===== config.mk =====
export PLATFORM = sky130hd
export DESIGN_NAME = seq_mult_flat
export DESIGN_NICKNAME = d
export VERILOG_FILES = /design/src/rtl/seq_mult_pkg.sv /design/src/rtl/seq_mult_if.sv /design/src/rtl/seq_mult_dp.sv /design/src/rtl/seq_mult.sv /design/src/flat_wrapper.sv
export SDC_FILE = /design/constraint.sdc
export NUM_CORES = 1
export LEC_CHECK = 0
export BUFFER_PORTS_ARGS = -buffer_cell sky130_fd_sc_hd__clkbuf_2
export CORE_UTILIZATION = 55
export CTS_CLUSTER_DIAMETER = 80
export DETAILED_ROUTE_END_ITERATION = 6
export GPL_ROUTABILITY_DRIVEN = 1
export PLACE_DENSITY = 0.85
export SLEW_MARGIN = 10
export SYNTH_ARGS = -nofsm -noshare
export SYNTH_HDL_FRONTEND = slang
export SYNTH_HIERARCHICAL = 1
export SYNTH_SLANG_ARGS = --single-unit

===== constraint.sdc =====
create_clock -name clk -period 4.4 [get_ports clk]
set_input_delay 0 -clock clk [delete_from_list [all_inputs] [get_ports clk]]
set_output_delay 0 -clock clk [all_outputs]
set_load 0.03 [all_outputs]

===== src/rtl/seq_mult_pkg.sv =====
// Shared definitions for the sequential shift-add multiplier.
// Holds the default operand width, the 3-bit state codes (also used by the
// seven_seg glyph table, so both sides agree on one encoding), the FSM state
// enum built from those codes, and the datapath control bundle.
package seq_mult_pkg;

  localparam int unsigned WidthDefault = 4;

  // Status codes exported on state_code and decoded by seven_seg.
  localparam logic [2:0] StateIdle  = 3'd0;
  localparam logic [2:0] StateLoad  = 3'd1;
  localparam logic [2:0] StateAdd   = 3'd2;
  localparam logic [2:0] StateShift = 3'd3;
  localparam logic [2:0] StateDone  = 3'd4;

  typedef enum logic [2:0] {
    StIdle  = StateIdle,
    StLoad  = StateLoad,
    StAdd   = StateAdd,
    StShift = StateShift,
    StDone  = StateDone
  } state_e;

  // One-hot datapath operation select, driven by the FSM.
  typedef struct packed {
    logic capture;  // latch operands (accepting edge in IDLE)
    logic load;     // clear accumulator, preset bit counter
    logic add;      // conditional accumulate
    logic shift;    // shift operands, decrement counter
  } dp_ctrl_t;

endpackage


===== src/rtl/seq_mult_if.sv =====
// Request/result bundle for seq_mult.
//   start      : request a multiply (honoured only in IDLE)
//   a, b       : multiplicand / multiplier, sampled on the accepting edge
//   product    : registered 2*WIDTH-bit result, updated on DONE entry
//   busy       : high in LOAD, ADD and SHIFT
//   done       : high for the single DONE cycle
//   state_code : live FSM state code for the seven_seg decoder
// master = requester side, slave = multiplier side.
interface seq_mult_if #(
  parameter int unsigned WIDTH = seq_mult_pkg::WidthDefault
);

  logic               start;
  logic [WIDTH-1:0]   a;
  logic [WIDTH-1:0]   b;
  logic [2*WIDTH-1:0] product;
  logic               busy;
  logic               done;
  logic [2:0]         state_code;

  modport master (
    output start, a, b,
    input  product, busy, done, state_code
  );

  modport slave (
    input  start, a, b,
    output product, busy, done, state_code
  );

endinterface


===== src/rtl/seq_mult_dp.sv =====
// Datapath of the shift-add multiplier: operand registers (mcand, mplr),
// accumulator, bit counter, adder and the product output register.
// Ports:
//   clk_i, rst_i      : clock, synchronous active-high reset
//   ctrl_i            : one-hot operation select from the FSM
//   latch_i           : copy acc into product (asserted on the DONE-entry edge)
//   a_i, b_i          : operands, captured when ctrl_i.capture is set
//   product_o         : registered product
//   cnt_last_o        : counter holds 1 (final add/shift pair in progress)
//   mplr_rest_zero_o  : multiplier is zero once shifted right by one
module seq_mult_dp
  import seq_mult_pkg::*;
#(
  parameter int unsigned WIDTH = WidthDefault
) (
  input  logic               clk_i,
  input  logic               rst_i,
  input  dp_ctrl_t           ctrl_i,
  input  logic               latch_i,
  input  logic [WIDTH-1:0]   a_i,
  input  logic [WIDTH-1:0]   b_i,
  output logic [2*WIDTH-1:0] product_o,
  output logic               cnt_last_o,
  output logic               mplr_rest_zero_o
);

  localparam int unsigned PW   = 2 * WIDTH;
  localparam int unsigned CntW = $clog2(WIDTH + 1);

  logic [PW-1:0]    acc_q, acc_d;
  logic [PW-1:0]    mcand_q, mcand_d;
  logic [PW-1:0]    product_q, product_d;
  logic [WIDTH-1:0] mplr_q, mplr_d;
  logic [CntW-1:0]  cnt_q, cnt_d;

  always_comb begin
    acc_d     = acc_q;
    mcand_d   = mcand_q;
    mplr_d    = mplr_q;
    cnt_d     = cnt_q;
    product_d = product_q;

    unique case (1'b1)
      ctrl_i.capture: begin
        mcand_d = PW'(a_i);
        mplr_d  = b_i;
      end
      ctrl_i.load: begin
        acc_d = '0;
        cnt_d = CntW'(WIDTH);
      end
      ctrl_i.add: begin
        // Wraps modulo 2^PW, but the true product always fits.
        if (mplr_q[0]) acc_d = acc_q + mcand_q;
      end
      ctrl_i.shift: begin
        mcand_d = mcand_q << 1;
        mplr_d  = mplr_q >> 1;
        cnt_d   = cnt_q - CntW'(1);
      end
      default: ;
    endcase

    // acc is stable during SHIFT, so the final sum is ready on this edge.
    if (latch_i) product_d = acc_q;
  end

  always_ff @(posedge clk_i) begin
    if (rst_i) begin
      acc_q     <= '0;
      mcand_q   <= '0;
      mplr_q    <= '0;
      cnt_q     <= '0;
      product_q <= '0;
    end else begin
      acc_q     <= acc_d;
      mcand_q   <= mcand_d;
      mplr_q    <= mplr_d;
      cnt_q     <= cnt_d;
      product_q <= product_d;
    end
  end

  assign product_o        = product_q;
  assign cnt_last_o       = (cnt_q == CntW'(1));
  assign mplr_rest_zero_o = ((mplr_q >> 1) == '0);

endmodule


===== src/rtl/seq_mult.sv =====
// Sequential shift-add unsigned multiplier, one add/shift pair per bit.
// Exports its FSM state as a 3-bit code for the seven_seg display.
// Ports:
//   clk  : clock, all state changes on the rising edge
//   rst  : synchronous active-high reset, overrides everything
//   bus  : seq_mult_if slave (start, a, b, product, busy, done, state_code)
// Build option: SEQ_MULT_EARLY_EXIT_EN -- leave SHIFT for DONE as soon as the
// remaining multiplier bits are zero (same result, data-dependent latency).
// Without it the latency is fixed at 2*WIDTH+2 cycles.
module seq_mult
  import seq_mult_pkg::*;
#(
  parameter int unsigned WIDTH = WidthDefault
) (
  input logic       clk,
  input logic       rst,
  seq_mult_if.slave bus
);

`ifdef SEQ_MULT_EARLY_EXIT_EN
  localparam bit EarlyExit = 1'b1;
`else
  localparam bit EarlyExit = 1'b0;
`endif

  state_e   state_q, state_d;
  dp_ctrl_t ctrl;
  logic     latch;
  logic     cnt_last;
  logic     mplr_rest_zero;
  logic     shift_exit;

  assign shift_exit = cnt_last | (EarlyExit & mplr_rest_zero);

  always_comb begin
    state_d = state_q;
    ctrl    = '0;
    latch   = 1'b0;

    unique case (state_q)
      StIdle: begin
        if (bus.start) begin
          ctrl.capture = 1'b1;
          state_d      = StLoad;
        end
      end
      StLoad: begin
        ctrl.load = 1'b1;
        state_d   = StAdd;
      end
      StAdd: begin
        ctrl.add = 1'b1;
        state_d  = StShift;
      end
      StShift: begin
        ctrl.shift = 1'b1;
        if (shift_exit) begin
          latch   = 1'b1;
          state_d = StDone;
        end else begin
          state_d = StAdd;
        end
      end
      StDone:  state_d = StIdle;
      default: state_d = StIdle;
    endcase
  end

  always_ff @(posedge clk) begin
    if (rst) state_q <= StIdle;
    else     state_q <= state_d;
  end

  seq_mult_dp #(
    .WIDTH (WIDTH)
  ) u_dp (
    .clk_i            (clk),
    .rst_i            (rst),
    .ctrl_i           (ctrl),
    .latch_i          (latch),
    .a_i              (bus.a),
    .b_i              (bus.b),
    .product_o        (bus.product),
    .cnt_last_o       (cnt_last),
    .mplr_rest_zero_o (mplr_rest_zero)
  );

  // Status outputs come from the state register only.
  assign bus.busy       = (state_q == StLoad) || (state_q == StAdd) || (state_q == StShift);
  assign bus.done       = (state_q == StDone);
  assign bus.state_code = state_q;

endmodule

===== src/flat_wrapper.sv =====
// flat-port wrapper written by rule: the top's interface ports become plain ports
module seq_mult_flat import seq_mult_pkg::*;
#(
  parameter int unsigned WIDTH = WidthDefault
)
  (clk, rst, bus_start, bus_a, bus_b, bus_product, bus_busy, bus_done, bus_state_code);
  seq_mult_if #(.WIDTH(WIDTH)) bus_i ();
  input logic clk;
  input logic rst;
  input wire logic [$bits(bus_i.start)-1:0] bus_start;
  input wire logic [$bits(bus_i.a)-1:0] bus_a;
  input wire logic [$bits(bus_i.b)-1:0] bus_b;
  output wire logic [$bits(bus_i.product)-1:0] bus_product;
  output wire logic [$bits(bus_i.busy)-1:0] bus_busy;
  output wire logic [$bits(bus_i.done)-1:0] bus_done;
  output wire logic [$bits(bus_i.state_code)-1:0] bus_state_code;
  assign bus_i.start = bus_start;
  assign bus_i.a = bus_a;
  assign bus_i.b = bus_b;
  assign bus_product = bus_i.product;
  assign bus_busy = bus_i.busy;
  assign bus_done = bus_i.done;
  assign bus_state_code = bus_i.state_code;
  seq_mult #(.WIDTH(WIDTH)) u_core (.clk(clk), .rst(rst), .bus(bus_i));
endmodule

==> metrics.log, run 1 <==
[metrics] outcome: finished, violations left
[metrics] violations in the final reports: DRC
[metrics] highest achievable clock rate: 525 MHz
[metrics] Clk Tree Root Cell: sky130_fd_sc_hd__clkbuf_4
[metrics] R2R Setup Slk: 2.49 ns
[metrics] final worst path period share: 43.3%
[metrics] Total GRT Usage: 22.8%
[metrics] syn avg cell area: 9.15 µm²
[metrics] cells traversed along the worst timing path: ha_1 > fa_1 > a21o_1 > a21oi_2 > o211ai_2 > xnor2_1 > o31ai_2
[metrics] post-route clock skew: around 0.012 ns
[metrics] Total Power: ~0.61 mW
[metrics] capturing element type of the critical path: flip-flop
[metrics] effective utilization at floorplan: 59.5%
[metrics] Total Negative Setup Slacks: 0 ns
[metrics] setup repair after global routing missed its margin: no
[metrics] type of the most critical hold path: input port to flip-flop
[metrics] Crit Path Class: flip-flop to flip-flop
[metrics] maximum net fanout on the critical path: 3
[metrics] post-detail-place hpwl: 2380 µm
[metrics] Final Wtd Congestion: around 0.81
[metrics] Iteration-0 DRC Markers: 31
[metrics] routed via count divided by cell count: just under 6
[metrics] clock latency reported for the late side of the worst-skew pair: 0.33 ns
[metrics] Core ar.: 2830 µm²
[metrics] cell count after placement: 228
[metrics] most frequent standard cell in the layout excluding fill and tap cells: sky130_fd_sc_hd__nor2_1
[metrics] worst slew margin relative to its limit: 43.8%
[metrics] design area: 1900 µm²
[metrics] number of nets in the layout: ~230
[metrics] min Tclk post-route: 1.91 ns
[metrics] RR Endpoint: u_core/u_dp/acc_q[6]
[metrics] final hold violations: 0
[metrics] Post-CTS Hold Buffers: 3
[metrics] maximum number of pins on one net before global-route repair: 40
[metrics] Resize count post-CTS: 0
[metrics] antenna-violating nets left: 0
[metrics] Longest Clk Path Bufs: 2
[metrics] launch point of the worst path: u_core/u_dp/acc_q[0]
[metrics] transition time at the pin with the least slew margin: 0.844 ns
[metrics] Reg2Reg Depth: 7
[metrics] Net Count, Synth: 205
[metrics] CP arrival: around 2.2 ns
[metrics] total setup violations reported at the end of the flow: 0
[metrics] leading cell types in the layout, fill and taps excluded: sky130_fd_sc_hd__nor2_1 (36), sky130_fd_sc_hd__dfxtp_1 (34), sky130_fd_sc_hd__clkbuf_2 (23)
[metrics] peak ir drop on the vdd network: 0.000234 V
[metrics] Max Cap Violations: 0
[metrics] detailed-route via count: 1382
[metrics] Critical Path Slowest Stage Cell: sky130_fd_sc_hd__fa_1
[metrics] Yosys warning total: 6
[metrics] instance count of the mapped netlist: 184
[metrics] crit path to: u_core/u_dp/acc_q[6]
[metrics] Crit path depth: 7
[metrics] DP Area: 1800 µm²
[metrics] Pins Over Slew Limit: 0
[metrics] Congestion Overflow GR: 0
[metrics] combined buffer and inverter count along the critical path: 0
[metrics] H-Tree Depth: 2
[metrics] Residual DRC: 2
[metrics] via count of the first global-routing pass: between 1k and 1.5k
[metrics] wire length of the first global-routing pass: about 5600 µm
[metrics] area enclosed by the die boundary: 3290 µm²
[metrics] die boundary width: 57.3 µm
[metrics] pwr/cell area: between 300 and 400 nW/µm²
[metrics] number of optimization iterations in the first detailed-route pass: 6
[metrics] clock slew at reported path FFs: 0.10 ns
[metrics] synthesis-to-layout area growth: 13.0%
[metrics] data required time at the worst endpoint: 4.65 ns
[metrics] Non-Filler Instances: around 240
[metrics] total CTS buffers: 5
[metrics] I/O pin count: 24
[metrics] Site Rows: 19
[metrics] Routed Wire Length: 3370 µm
[metrics] Slowest Stage Delay on Critical Path: approximately 0.42 ns
[metrics] family with the most delay on the worst path: compound AO/OA/AOI/OAI gates
[metrics] # clock sinks: 34
[metrics] die height: 57.3 µm
[metrics] antenna violations before repair: 0
[metrics] setup repair bufs after CTS: 0
[metrics] post-synth design cell area: 1680 µm²
[metrics] share of final-layout standard cells stronger than drive strength 1: roughly 17%
[metrics] critical register-to-register path startpoint: u_core/u_dp/acc_q[0]
[metrics] post-detailed-route wirelength per cell: 14.1 µm
[metrics] final cell utilization of the core: slightly below 70%
[metrics] category of the worst setup path launch point: flip-flop
[metrics] CTS tree: done
[metrics] ANT cells: 0
[metrics] IO Port Bufs: 23
[metrics] leakage power total: 0.828 nW
flip-flops by register name, summed over array words and instances (netlist names):
signal                 cells
u_core/u_dp/cnt_q          3
u_core/u_dp/acc_q          8
u_core/u_dp/mplr_q         4
u_core/u_dp/mcand_q        8
u_core/u_dp/product_o      8
u_core/bus.state_code      3
worst register-to-register path, delay by kind of cell (launching register included):
family	cells	cell delay (ns)
fa+ha+maj	2	0.66
compound gates	4	0.69
flops	1	0.34
xor+xnor	1	0.14
worst min-delay path by stage:
| stage | from | to | slack, ns | depth (start not counted) |
|---|---|---|---|---|
| after floorplan | rst | u_core/bus.state_code[1] | 0.08 | 1 |
| after global placement | bus_start | u_core/bus.state_code[0] | 0.27 | 3 |
| after detailed placement | bus_start | u_core/bus.state_code[0] | 0.26 | 3 |
| after CTS | bus_b[0] | u_core/u_dp/mplr_q[0] | 0.008 | 5 |
| after global routing | bus_b[1] | u_core/u_dp/mplr_q[1] | 0.02 | 5 |
| final | bus_b[1] | u_core/u_dp/mplr_q[1] | 0.03 | 5 |
metal layers:
layer / track usage (%) / wire [µm] / vias up
li1: - / - / 690
met1: 23.4 / 1390 / 651
met2: 42.2 / 1750 / 33
met3: 6.35 / 139 / 8
met4: 11.5 / 89 / 0
met5: 0 / 0 / -
layout make-up:
type                    instances  area [µm²]
flip-flops and latches         34         681
clock buffers                   7        45.0
clock inverters                 1        30.0
inverters                       5        18.8
well taps                      31        38.8
fillers                       224         927
multi-input cells             134         936
repair buffers                 27         153
power by group:
| part | internal [mW] | switching, mW | total, mW |
|---|---|---|---|
| registers | 0.317 | 0.00916 | 0.326 |
| clock network | 0.121 | 0.0998 | 0.220 |
| logic | 0.0275 | 0.0404 | 0.0679 |
metrics by stage:
stage	setup slack, ns	hold slack [ns]
finish	2.49	0.0315
global route	2.27	0.0241
CTS	2.49	0.00777
detailed placement	2.53	0.265
global placement	2.60	0.269
floorplan	2.44	0.0769
No activity file was read; power rests on OpenSTA's default activity.
==> run 2, diff against run 1 <==
CORE_UTILIZATION = 50   (was 55)
PLACE_DENSITY = 0.82   (was 0.85)
clock period = 1.55 ns   (was 4.4 ns; I/O delays follow)
==> run 2 against run 1 <==
Effect of this change: the flow finishes with violations (setup timing); global-route usage down 0.79 points; power rose to 3.3 times the previous value; final area up 21%; worst setup slack worse by 2.7 ns; final cell count up 15%; critical path depth unchanged; sequential power rose to 2.9 times the previous value; critical path type unchanged; critical endpoint unchanged; largest cell class unchanged; highest routed layer unchanged.
==> metrics.log, run 2 (synthesized netlist as in run 1, its figures left out) <==
[metrics] routed via count divided by cell count: 5.40
[metrics] Routed Wire Length: 3750 µm
[metrics] via count of the first global-routing pass: 1304
[metrics] maximum number of pins on one net before global-route repair: 25
[metrics] Site Rows: 20
[metrics] RR Endpoint: u_core/u_dp/acc_q[6]
[metrics] Longest Clk Path Bufs: 2
[metrics] Final Wtd Congestion: 0.782
[metrics] share of final-layout standard cells stronger than drive strength 1: 36.6%
[metrics] post-route clock skew: 0.0113 ns
[metrics] critical register-to-register path startpoint: u_core/u_dp/mcand_q[0]
[metrics] die boundary width: approximately 60 µm
[metrics] post-detailed-route wirelength per cell: between 10 and 15 µm
[metrics] I/O pin count: 24
[metrics] share of power burned in combinational logic: 12.5%
[metrics] worst slew margin relative to its limit: slightly below 70%
[metrics] CTS tree: done
[metrics] Total Power: 2.01 mW
[metrics] total CTS buffers: 5
[metrics] die height: 60.0 µm
[metrics] maximum net fanout on the critical path: 2
[metrics] IO Port Bufs: 23
[metrics] Pins Over Slew Limit: 0
[metrics] CP arrival: about 2.0 ns
[metrics] pwr/cell area: 877 nW/µm²
[metrics] detailed-route via count: 1490
[metrics] total setup violations reported at the end of the flow: 4
[metrics] final cell utilization of the core: 73.4%
[metrics] leading cell types in the layout, fill and taps excluded: sky130_fd_sc_hd__nor2_1 (36), sky130_fd_sc_hd__dfxtp_1 (25), sky130_fd_sc_hd__clkbuf_2 (23)
[metrics] wire length of the first global-routing pass: about 5700 µm
[metrics] effective utilization at floorplan: 53.8%
[metrics] final worst slack: -0.194 ns
[metrics] Reg2Reg Depth: 7
[metrics] category of the worst setup path launch point: flip-flop
[metrics] area enclosed by the die boundary: 3600 µm²
[metrics] wl on met1: 1780 µm
[metrics] peak ir drop on the vdd network: 0.000920 V
[metrics] clock slew at reported path FFs: 0.12 ns
[metrics] length of routed met3 wiring: 108 µm
[metrics] final worst path period share: 113%
[metrics] hold_sp: bus_a[1]
[metrics] Total GRT Usage: 22.0%
[metrics] leakage power total: 0.978 nW
[metrics] number of optimization iterations in the first detailed-route pass: 4
[metrics] number of nets in the layout: 252
[metrics] cell internal power dissipation: 1.53 mW
[metrics] highest routing layer actually used: met4
[metrics] violations in the final reports: setup timing
[metrics] WHS: 0.0101 ns
[metrics] Crit Path Class: flip-flop to flip-flop
[metrics] H-Tree Depth: 2
[metrics] Clk Tree Root Cell: sky130_fd_sc_hd__clkbuf_4
[metrics] worst slack at placement: -0.123 ns
[metrics] final hold violations: 0
[metrics] Routed met2 length: around 1800 µm
[metrics] cell count after placement: 255
[metrics] synthesis-to-layout area growth: 36.4%
[metrics] outcome: finished, violations left
[metrics] data required time at the worst endpoint: between 1.5 and 2 ns
[metrics] # clock sinks: 34
[metrics] crit path to: u_core/u_dp/acc_q[6]
[metrics] Core ar.: 3130 µm²
[metrics] launch point of the worst path: u_core/u_dp/mcand_q[0]
[metrics] Residual DRC: 0
[metrics] Congestion Overflow GR: 0
[metrics] Iteration-0 DRC Markers: 71
[metrics] highest achievable clock rate: 573 MHz
[metrics] relative contribution of the clock network to total power: about two fifths
[metrics] type of the most critical hold path: input port to flip-flop
[metrics] min Tclk post-route: between 1.5 and 2 ns
[metrics] R2R Setup Slk: -0.19 ns
[metrics] Max Cap Violations: 0
[metrics] relative contribution of sequential cells to total power: 46.4%
[metrics] switching part of the total power: approximately a quarter
[metrics] capturing element type of the critical path: flip-flop
[metrics] clock latency reported for the late side of the worst-skew pair: 0.35 ns
[metrics] antenna-violating nets left: 0
[metrics] switching power summed over all nets: 0.485 mW
[metrics] setup repair after global routing missed its margin: yes
[metrics] Layout fillers: around 210
[metrics] antenna violations before repair: 0
[metrics] most frequent standard cell in the layout excluding fill and tap cells: sky130_fd_sc_hd__nor2_1
[metrics] post-detail-place hpwl: 2280 µm
[metrics] ANT cells: 0
[metrics] transition time at the pin with the least slew margin: 0.461 ns
[metrics] Non-Filler Instances: 276
==> run 2: changes by cell type in the layout (fill, tap and decap cells not counted), sizes merged <==
cell / delta
bufinv: +1
clkinv: +1
clkbuf: -1
buf: +23
==> run 2: metrics by stage <==
step | area (µm²) | TNS, ns
3_3_place_gp | 1980 | -0.135
3_5_place_dp | 1980 | -0.196
2_1_floorplan | 1730 | -0.0652
6_report | 2290 | -0.342
5_1_grt | 2290 | -0.677
4_1_cts | 2160 | -0.249
==> run 2: final cells by class <==
class / count / area (µm²) / share of cell area, %
clock buffer: 5 / 37.5 / 1.64
clock inverter: 3 / 68.8 / 3.00
inverter: 5 / 21.3 / 0.927
multi-input combinational: 134 / 1040 / 45.4
sequential: 34 / 694 / 30.3
tap: 44 / 55.1 / 2.40
timing repair buffer: 51 / 375 / 16.4
==> run 2: what timing repair did <==
item / CTS / global route
endpoints found under the hold margin: 3 / 0
resized for setup: 5 / 15
buffers inserted: 3 / 6
hold buffers: 3 / 0
cloned: 0 / 1
setup endpoints to repair: 4 / 14
pin swaps: 4 / 6
==> run 2: worst min path at each step <==
stage                                     to  slack (ns)  depth (start not counted)
detailed placement  u_core/bus.state_code[0]        0.27                          3
finish                u_core/u_dp/mcand_q[1]        0.01                          5
floorplan           u_core/bus.state_code[1]        0.07                          1
global placement    u_core/bus.state_code[0]        0.26                          3
global route          u_core/u_dp/mcand_q[1]        0.02                          5
CTS                   u_core/u_dp/mcand_q[2]       0.005                          5
==> run 2: per-layer routing <==
layer,vias to the layer above,track usage [%]
li1,756,-
met1,700,28.0
met2,26,34.8
met3,8,4.55
met4,0,12.0
met5,-,0
==> run 2: power groups by stage <==
stage	logic [mW]	clock network (mW)	registers (mW)
2_1_floorplan	0.141	0	0.950
3_3_place_gp	0.207	0	0.947
3_5_place_dp	0.214	0	0.948
4_1_cts	0.228	0.835	0.929
5_1_grt	0.271	0.893	0.938
6_report	0.251	0.828	0.933
==> run 2: critical path: stages (launching register included) <==
cell,delay [ns]
sky130_fd_sc_hd__dfxtp_2,0.36
sky130_fd_sc_hd__ha_4,0.16
sky130_fd_sc_hd__fa_2,0.35
sky130_fd_sc_hd__a21o_1,0.19
sky130_fd_sc_hd__a21oi_2,0.20
sky130_fd_sc_hd__o211ai_2,0.10
sky130_fd_sc_hd__xnor2_1,0.14
sky130_fd_sc_hd__o31ai_2,0.16
==> run 3, diff against run 2 <==
CORE_ASPECT_RATIO = 0.5   (was unset)
==> run 3 against run 2 <==
Effect of this change: the run ends with DRC, setup timing left; clock-buffer cell count is 2 higher; via count decreased by 3.1%; combinational power decreased by 12%; die area increased by 0.40%; critical endpoint unchanged.
==> metrics.log, run 3 (synthesized netlist as in run 1, its figures left out) <==
[metrics] outcome: finished, violations left
[metrics] violations in the final reports: DRC, setup timing
[metrics] highest achievable clock rate: 579 MHz
[metrics] final worst slack: -0.178 ns
[metrics] antenna-violating nets left: 0
[metrics] setup repair after global routing missed its margin: yes
[metrics] number of nets in the layout: 240
[metrics] Residual DRC: 4
[metrics] final hold violations: 0
[metrics] clock slew at reported path FFs: roughly 0.060 ns
[metrics] maximum number of pins on one net before global-route repair: 28
[metrics] clock latency reported for the late side of the worst-skew pair: 0.28 ns
[metrics] Critical Path Slowest Stage Cell: sky130_fd_sc_hd__fa_2
[metrics] data required time at the worst endpoint: 1.75 ns
[metrics] Routed Wire Length: ~3600 µm
[metrics] Core ar.: between 3000 and 4000 µm²
[metrics] die height: between 40 and 50 µm
[metrics] post-detailed-route wirelength per cell: 14.1 µm
[metrics] IO Port Bufs: 23
[metrics] most frequent standard cell in the layout excluding fill and tap cells: sky130_fd_sc_hd__nor2_1
[metrics] wire length of the first global-routing pass: about 5700 µm
[metrics] leakage power total: 0.910 nW
[metrics] final worst path period share: 111%
[metrics] worst slack at placement: -0.186 ns
[metrics] # clock sinks: 34
[metrics] peak ir drop on the vdd network: 0.000409 V
[metrics] antenna violations before repair: 0
[metrics] Crit Path Class: flip-flop to flip-flop
[metrics] routed via count divided by cell count: 5.58
[metrics] capturing element type of the critical path: flip-flop
[metrics] type of the most critical hold path: input port to flip-flop
[metrics] transition time at the pin with the least slew margin: about 0.46 ns
[metrics] ANT cells: 0
[metrics] maximum net fanout on the critical path: 2
[metrics] worst slew margin relative to its limit: 69.4%
[metrics] min Tclk post-route: 1.73 ns
[metrics] Site Rows: 14
[metrics] combined buffer and inverter count along the critical path: 0
[metrics] Slowest Stage Delay on Critical Path: around 0.36 ns
[metrics] post-detail-place hpwl: 2440 µm
[metrics] CTS tree: done
[metrics] post-route clock skew: 0.00201 ns
[metrics] Max Cap Violations: 0
[metrics] Final Wtd Congestion: 0.880
[metrics] final cell utilization of the core: 68.8%
[metrics] share of final-layout standard cells stronger than drive strength 1: 30.1%
[metrics] total setup violations reported at the end of the flow: 4
[metrics] category of the worst setup path launch point: flip-flop
[metrics] CP arrival: 1.93 ns
[metrics] Pins Over Slew Limit: 0
[metrics] leading cell types in the layout, fill and taps excluded: sky130_fd_sc_hd__nor2_1 (36), sky130_fd_sc_hd__dfxtp_1 (27), sky130_fd_sc_hd__clkbuf_2 (23)
[metrics] die boundary width: 84.0 µm
[metrics] Clk Tree Root Cell: sky130_fd_sc_hd__clkbuf_8
[metrics] Congestion Overflow GR: 0
[metrics] effective utilization at floorplan: 54.3%
[metrics] detailed-route via count: ~1.4k
[metrics] Total Power: around 1.8 mW
[metrics] pwr/cell area: 828 nW/µm²
[metrics] area enclosed by the die boundary: 3620 µm²
[metrics] synthesis-to-layout area growth: 26.8%
[metrics] total CTS buffers: 5
[metrics] Iteration-0 DRC Markers: 142
[metrics] Longest Clk Path Bufs: 2
[metrics] via count of the first global-routing pass: 1353
[metrics] number of optimization iterations in the first detailed-route pass: 6
[metrics] Total GRT Usage: 20.9%
[metrics] I/O pin count: 24
[metrics] H-Tree Depth: 2
[metrics] cells traversed along the worst timing path: ha_4 > fa_2 > a21o_1 > a21oi_2 > o211ai_2 > xnor2_1 > o31ai_2
[metrics] family with the most delay on the worst path: compound AO/OA/AOI/OAI gates
run 3: metrics by stage:
step | cell area (µm²) | setup TNS, ns | hold WS [ns] | instances
2_1_floorplan | 1730 | -0.0652 | 0.0694 | 184
3_5_place_dp | 1960 | -0.261 | 0.268 | 248
3_3_place_gp | 1960 | -0.139 | 0.260 | 248
5_1_grt | 2130 | -0.742 | 0.0415 | 259
4_1_cts | 2070 | -0.338 | 0.00872 | 258
6_report | 2130 | -0.367 | 0.0205 | 259
run 3: worst reg2reg max path, stage by stage (launching register included):
cell	delay [ns]
sky130_fd_sc_hd__dfxtp_2	0.34
sky130_fd_sc_hd__ha_4	0.17
sky130_fd_sc_hd__fa_2	0.36
sky130_fd_sc_hd__a21o_1	0.18
sky130_fd_sc_hd__a21oi_2	0.16
sky130_fd_sc_hd__o211ai_2	0.12
sky130_fd_sc_hd__xnor2_1	0.15
sky130_fd_sc_hd__o31ai_2	0.17
run 3: layer usage:
layer  GRT usage, %  wire (µm)  up-vias
met4           10.7         73        0
met3           7.00        131        8
met2           35.7       1760       29
met5              0          0        -
met1           23.9       1680      692
li1               -          -      715
run 3: cell type report:
cell class / count / area [µm²]
multi-input combinational: 134 / 1010
inverter: 5 / 18.8
tap: 40 / 50.0
clock buffer: 7 / 76.3
sequential: 34 / 689
timing repair buffer: 39 / 293
fill: 234 / 967
run 3: final timing paths:
check | from | to | slack (ns) | depth (start not counted)
hold reg to reg | u_core/u_dp/product_o[3] | u_core/u_dp/product_o[3] | 0.50 | 2
setup reg to reg | u_core/u_dp/mcand_q[0] | u_core/u_dp/acc_q[6] | -0.18 | 7
hold / removal | bus_b[3] | u_core/u_dp/mplr_q[3] | 0.02 | 3
setup / recovery | u_core/u_dp/mcand_q[0] | u_core/u_dp/acc_q[6] | -0.18 | 7
run 3: report_power, final:
part / switching, mW / leakage, nW / internal, mW
logic: 0.121 / 0.593 / 0.101
registers: 0.0311 / 0.279 / 0.901
clock network: 0.304 / 0.0383 / 0.309
run 3: repair_timing:
action	4_1_cts	5_1_grt
gates cloned	0	1
pin swaps	2	3
hold buffers	1	0
buffers inserted	2	0
resized for setup	3	10
endpoints found under the hold margin	1	0
setup endpoints to repair	4	12
